### src/rtl/alu_issue_unit.sv
// ALU issue sequencer: fetches operands from an 8x16 register file, drives
// the external combinational ALU, then writes the result back with Z/N flags.
module alu_issue_unit #(
   parameter int DATA_W = 16,
   parameter int NREGS  = 8
) (
   input  logic              clk,
   input  logic              rst,
   input  logic              instr_valid,
   output logic              instr_ready,
   input  logic [15:0]       instr,
   input  logic              host_we,
   input  logic [2:0]        host_waddr,
   input  logic [DATA_W-1:0] host_wdata,
   input  logic [2:0]        host_raddr,
   output logic [DATA_W-1:0] host_rdata,
   output logic [2:0]        alu_mode,
   output logic [DATA_W-1:0] alu_in1,
   output logic [DATA_W-1:0] alu_in2,
   input  logic [DATA_W-1:0] alu_result,
   output logic [DATA_W-1:0] result,
   output logic              done,
   output logic              flag_z,
   output logic              flag_n,
   output logic              busy
);

   typedef enum logic [1:0] {
      IDLE = 2'd0,
      EXEC = 2'd1,
      WB   = 2'd2
   } state_e;

   state_e state_q, state_d;

   logic [DATA_W-1:0] regs_q [NREGS];
   logic [DATA_W-1:0] regs_d [NREGS];

   logic [2:0]        mode_q, mode_d;
   logic [DATA_W-1:0] in1_q, in1_d;
   logic [DATA_W-1:0] in2_q, in2_d;
   logic [DATA_W-1:0] res_q, res_d;
   logic [2:0]        rd_q, rd_d;
   logic              z_q, z_d;
   logic              n_q, n_d;

   logic [2:0]        rs1, rs2;
   logic [DATA_W-1:0] rs1_val, rs2_val, imm_val;

   assign rs1     = instr[8:6];
   assign rs2     = instr[2:0];
   assign rs1_val = (rs1 == 3'd0) ? '0 : regs_q[rs1];
   assign rs2_val = (rs2 == 3'd0) ? '0 : regs_q[rs2];
   assign imm_val = {{(DATA_W-6){1'b0}}, instr[5:0]};

   assign host_rdata  = (host_raddr == 3'd0) ? '0 : regs_q[host_raddr];
   assign instr_ready = (state_q == IDLE);
   assign busy        = (state_q != IDLE);
   assign done        = (state_q == WB);
   assign alu_mode    = mode_q;
   assign alu_in1     = in1_q;
   assign alu_in2     = in2_q;
   assign result      = res_q;
   assign flag_z      = z_q;
   assign flag_n      = n_q;

   always_comb begin
      state_d = state_q;
      regs_d  = regs_q;
      mode_d  = mode_q;
      in1_d   = in1_q;
      in2_d   = in2_q;
      res_d   = res_q;
      rd_d    = rd_q;
      z_d     = z_q;
      n_d     = n_q;
      unique case (state_q)
         IDLE: begin
            // operands are taken from rs*_val (pre-write) even on a same-edge host write
            if (host_we && host_waddr != 3'd0)
               regs_d[host_waddr] = host_wdata;
            if (instr_valid) begin
               state_d = EXEC;
               mode_d  = instr[14:12];
               in1_d   = rs1_val;
               in2_d   = instr[15] ? imm_val : rs2_val;
               rd_d    = instr[11:9];
            end
         end
         EXEC: begin
            state_d = WB;
            res_d   = alu_result;
            z_d     = (alu_result == '0);
            n_d     = alu_result[DATA_W-1];
            if (rd_q != 3'd0)
               regs_d[rd_q] = alu_result;
         end
         WB:      state_d = IDLE;
         default: state_d = IDLE;
      endcase
   end

   always_ff @(posedge clk or posedge rst) begin
      if (rst) begin
         state_q <= IDLE;
         for (int i = 0; i < NREGS; i++)
            regs_q[i] <= '0;
         mode_q <= '0;
         in1_q  <= '0;
         in2_q  <= '0;
         res_q  <= '0;
         rd_q   <= '0;
         z_q    <= 1'b0;
         n_q    <= 1'b0;
      end else begin
         state_q <= state_d;
         regs_q  <= regs_d;
         mode_q  <= mode_d;
         in1_q   <= in1_d;
         in2_q   <= in2_d;
         res_q   <= res_d;
         rd_q    <= rd_d;
         z_q     <= z_d;
         n_q     <= n_d;
      end
   end

endmodule

### config.mk
export PLATFORM = sky130hd
export DESIGN_NAME = alu_issue_unit
export DESIGN_NICKNAME = d
export VERILOG_FILES = /design/src/rtl/alu_issue_unit.sv
export SDC_FILE = /design/constraint.sdc
export NUM_CORES = 1
export LEC_CHECK = 0
export ABC_AREA = 1
export BUFFER_PORTS_ARGS = -buffer_cell sky130_fd_sc_hd__buf_2
export CAP_MARGIN = 20
export CORE_MARGIN = 1.5
export CORE_UTILIZATION = 55
export DETAILED_ROUTE_END_ITERATION = 16
export PLACE_DENSITY = 0.77
export SLEW_MARGIN = 20
export SYNTH_ARGS = -nofsm -noshare
export SYNTH_HDL_FRONTEND = slang
export SYNTH_SLANG_ARGS = --single-unit
### constraint.sdc
create_clock -name clk -period 6.9 [get_ports clk]
set_clock_uncertainty 0.05 [all_clocks]
set_input_delay 0.345 -clock clk [delete_from_list [all_inputs] [get_ports clk]]
set_output_delay 0.345 -clock clk [all_outputs]
set_load 0.1 [all_outputs]
Yosys cells after proc, flatten, opt, wreduce, memory -nomap -nowiden
Cells that the tools add are included.
{"block": "totals", "wordCells": 71, "input_bits": 58, "register_bits": 186}
{"block": "op_classes", "eq_ne": 5, "order_cmp": 7, "bitwise": 5, "reduce_logical": 14, "n_mux": 24}
{"cell": "bitwise mux 128 bit", "n": 2}
{"cell": "2-to-1 mux 128 bit", "n": 2}
{"cell": "one-hot mux 128 bit (2 select lines)", "n": 1}
{"cell": "2-to-1 mux 16 bit", "n": 12}
{"cell": "binary-select mux 16 bit (select 3 bit)", "n": 3}
{"cell": "demux 16 bit (select 3 bit)", "n": 2}
{"cell": ">= comparator 4 bit (second input constant)", "n": 5}
{"cell": "NOT 3 -> 4 bit", "n": 5}
{"cell": "zero test 16 bit", "n": 1}
{"cell": "zero test 3 bit", "n": 3}
{"cell": "less-than comparator 4 x 1 -> 1 bit (second input constant)", "n": 2}
{"cell": "nonzero test 3 bit", "n": 2}
{"cell": "inequality test 2 bit (second input constant)", "n": 2}
{"cell": "one-hot mux 2 bit (2 select lines)", "n": 1}
{"cell": "nonzero test 2 bit", "n": 2}
{"cell": "logical AND 1 bit", "n": 3}
{"cell": "AND reduction 3 bit", "n": 1}
{"cell": "== test 2 x 1 -> 1 bit (second input constant)", "n": 1}
{"cell": "== test 2 bit (second input constant)", "n": 1}
{"cell": "zero test 2 bit", "n": 1}
{"cell": "2-to-1 mux 2 bit", "n": 1}
{"cell": "inequality test 2 x 1 -> 1 bit (second input constant)", "n": 1}
{"cell": "AND reduction 2 bit", "n": 1}

Longest topological paths before layout
{"block": "depth", "depth_word": 8, "depth_mapped": 10}

Worst setup path before layout
OpenSTA, ideal clock, no wires.
{"block": "synth_path", "path_kind": "in2out", "startpoint": "in host_raddr[0]", "endpoint": "out host_rdata[11]", "path_buffers": 3, "path_slack_ns": 4.123, "path_stages": 7, "arrival_time_ns": 2.382, "path_cell_list": "buf_2 -> buf_2 -> clkbuf_1 -> o21ai_0 -> nand3_1 -> nand2_1 -> nor2_1"}
{"block": "synth_between", "elab_chain_len": 5}
{"item": "start, declared", "line_no": "15", "source": "input logic [2:0] host_raddr,"}
{"item": "NOT 3 -> 4 bit (not written as such)", "line_no": "56", "source": "assign host_rdata = (host_raddr == 3'd0) ? '0 : regs_q[host_raddr];"}
{"item": "binary-select mux 16 bit (select 3 bit)", "line_no": "56"}
{"item": "2-to-1 mux 16 bit (not written as such) (2 in series)", "line_no": "56"}
{"item": "2-to-1 mux 16 bit (*)", "line_no": "56"}
{"item": "end, declared", "line_no": "16", "source": "output logic [DATA_W-1:0] host_rdata,"}
Every way passes the cells marked *; elsewhere a longest branch is shown, timed or not. The select of a mux whose other input is x is not followed.

Final worst setup path
{"block": "layout_path", "startpoint": "in host_raddr[1]", "endpoint": "out host_rdata[13]"}
The elaborated chain is that of the path after synthesis.

==> flow_summary.json <==
{
  "grt_overflow_total": 0,
  "crit_arrival_ps": 2950,
  "power_switching_mw": 2.05,
  "die_w_um": 151,
  "clk_latency_ps": 440,
  "fin_nets": 1903,
  "leakage_nw": 6.80,
  "comb_power_share_pct": 40.3,
  "layout_common_cells": "689 x nand2_1, 227 x nand3_1, 185 x dfrtp_1",
  "wl_mm": 40.5,
  "design_area_sq_mm": 0.0129,
  "pwr-share-clk_pct": 23.5,
  "first_pass_iters": 6,
  "synthCells": 1820,
  "maxSlewHeadroom_pct": 37.7,
  "ir_drop_uv": 217,
  "yosysSeqAreaShare_pct": 38.6,
  "worstRegToRegCells": 8,
  "io_buffers": 129,
  "viasPerCell": 5.90,
  "hold_buffers": 0,
  "place.gp.congestion": 0.937,
  "syn_nets": 1878,
  "p_seq_share_pct": 36.2,
  "place_ws_ps": 3580,
  "drive_gt1_share_pct": 12.4,
  "fin_util_pct": 60.9,
  "min_period_ps": 3340,
  "p_per_area_mw_per_mm2": 317,
  "rsz0062_at_grt": "no",
  "cts_setup_buffers": 0,
  "timing.rr.end": "regs_q[58]",
  "path_class": "input pin to output port",
  "core_area_sq_mm": 0.0212,
  "wl_per_cell_um": 19.0,
  "power.internal_mw": 2.04,
  "setup_ws_ps": 3560,
  "drcViolationCount": 0,
  "final_cells": 2133,
  "startpoint_type": "input pin",
  "clockRootBuffer": "clkbuf_16",
  "worstReg2RegStart": "state_q[1]",
  "track_usage_pct": 36.4,
  "avgSynthCellArea_sq_um": 6.60,
  "whs_ps": 17.7,
  "critical_path.startpoint": "host_raddr[1]",
  "cts_tree": "built",
  "ctsResizeCount": 0,
  "grt_pass1_vias": 11200,
  "yosysWarningCount": 0,
  "clk_pin_slew_ps": 80,
  "drt_iter0_markers": 1778,
  "h-tree-depth": 4,
  "maxCapViolations": 0,
  "status": "completed",
  "hold_path.class": "input pin to asynchronous set/reset pin",
  "initial_core_util_pct": 56.6,
  "slew_viol_final": 0,
  "vias": 12600,
  "p_sw_share_pct": 50.1,
  "hpwl_mm": 28.3,
  "crit_path_end": "host_rdata[13]",
  "synthToLayoutAreaGrowth_pct": 7.69,
  "antenna_found_initial": 0,
  "dp_cells": 2101,
  "hold_viol": 0,
  "syn_area_sq_mm": 0.0120,
  "required_ps": 6500,
  "worst_pin_slew_ps": 931,
  "min_period_over_period_pct": 48.5,
  "setup_violations": 0,
  "die_y_um": 151,
  "power.total_mw": 4.09,
  "cts.sinks": 185,
  "antenna_cells": 0,
  "grt_pass1_wl_mm": 63.4,
  "rrSetupSlack_ps": 3880,
  "io_pins": 130,
  "yosysUniqueCellTypes": 30,
  "layout_commonest_cell": "nand2_1",
  "placed_area_sq_mm": 0.0124,
  "path_max_fanout": 47,
  "fmax_mhz": 299,
  "grt_max_degree": 125,
  "cts_buffers": 17,
  "ant_nets": 0,
  "cp-end-kind": "output port",
  "placementRows": 53,
  "die_area_sq_mm": 0.0227,
  "synth-seq-cells": 185,
  "cts_buffer_depth": 2,
  "fin_tns_setup_ps": 0
}
-- cells by family after synthesis --
logic type / after synthesis / synth area share [%]
buffers and inverters: 257 / 9.96
AO/OA/AOI/OAI: 277 / 12.4
AND/OR/NAND/NOR: 1101 / 39.1
flip-flops: 185 / 38.6
-- registers in the layout (all words and copies together) (netlist names) --
signal / flops
regs_q: 128
alu_in1: 16
alu_in2: 16
result: 16
alu_mode: 3
rd_q: 3
state_q: 2
flag_z: 1
-- layer usage --
layer	share of wire (%)	vias to the layer above	GRT usage, %
met5	0	-	0
li1	-	5912	-
met1	43	5708	55.4
met4	2.3	0	10.2
met2	40	881	50.6
met3	15	77	9.36
-- worst max-delay path, cell delays in order --
cell	delay [ps]
buf_2	80
buf_4	440
clkinv_1	680
nand2_1	700
nand2_1	130
nor2_1	110
buf_2	430
-- synthesized netlist by cell type --
cell type / instances / area, sq um
nor2_1: 130 / 488
buf_12: 2 / 40.0
inv_1: 96 / 360
clkbuf_2: 1 / 5.00
clkinv_2: 4 / 20.0
nand3_1: 227 / 1140
o211ai_1: 12 / 90.1
o21ai_2: 1 / 8.76
nor2_4: 1 / 11.3
nor3_1: 7 / 35.0
nand3_2: 4 / 40.0
buf_4: 12 / 90.1
o21ai_0: 121 / 606
buf_6: 12 / 135
nand2_2: 3 / 18.8
clkinv_1: 4 / 15.0
clkbuf_1: 49 / 184
nand2_4: 25 / 282
nand3b_1: 3 / 22.5
nor2_2: 1 / 6.26
buf_1: 12 / 45.0
dfrtp_1: 185 / 4630
inv_2: 19 / 71.3
nand4_1: 10 / 62.6
o22ai_1: 51 / 319
nor4_1: 1 / 6.26
a21oi_1: 59 / 295
nand2_1: 689 / 2590
buf_2: 46 / 230
o21ai_1: 33 / 165
-- power by group through the flow --
stage          combinational (mW)  clock [mW]  sequential, mW
2_1_floorplan               0.802           0            1.97
3_3_place_gp                 1.61           0            1.48
3_5_place_dp                 1.63           0            1.48
4_1_cts                      1.64       0.965            1.46
5_1_grt                      1.76        1.01            1.50
6_report                     1.65       0.962            1.48
-- final cells by class --
type / count / area [sq um]
clock buffers: 17 / 425
clock inverters: 15 / 135
fillers: 2022 / 8290
inverters: 123 / 474
multi-input cells: 1378 / 6190
flip-flops and latches: 185 / 4630
well taps: 275 / 344
repair buffers: 140 / 728
-- worst min path at each step --
| stage | start | to | slack, ps | cells after the start |
|---|---|---|---|---|
| 2_1_floorplan | regs_q[127] | regs_q[127] | 370 | 1 |
| 3_3_place_gp | regs_q[120] | regs_q[120] | 310 | 0 |
| 3_5_place_dp | regs_q[122] | regs_q[122] | 310 | 0 |
| 4_1_cts | instr[12] | alu_mode[0] | 40 | 3 |
| 5_1_grt | instr[10] | rd_q[1] | 60 | 3 |
| 6_report | rst | regs_q[115] | 20 | 2 |
(Power assumes the default switching activity.)
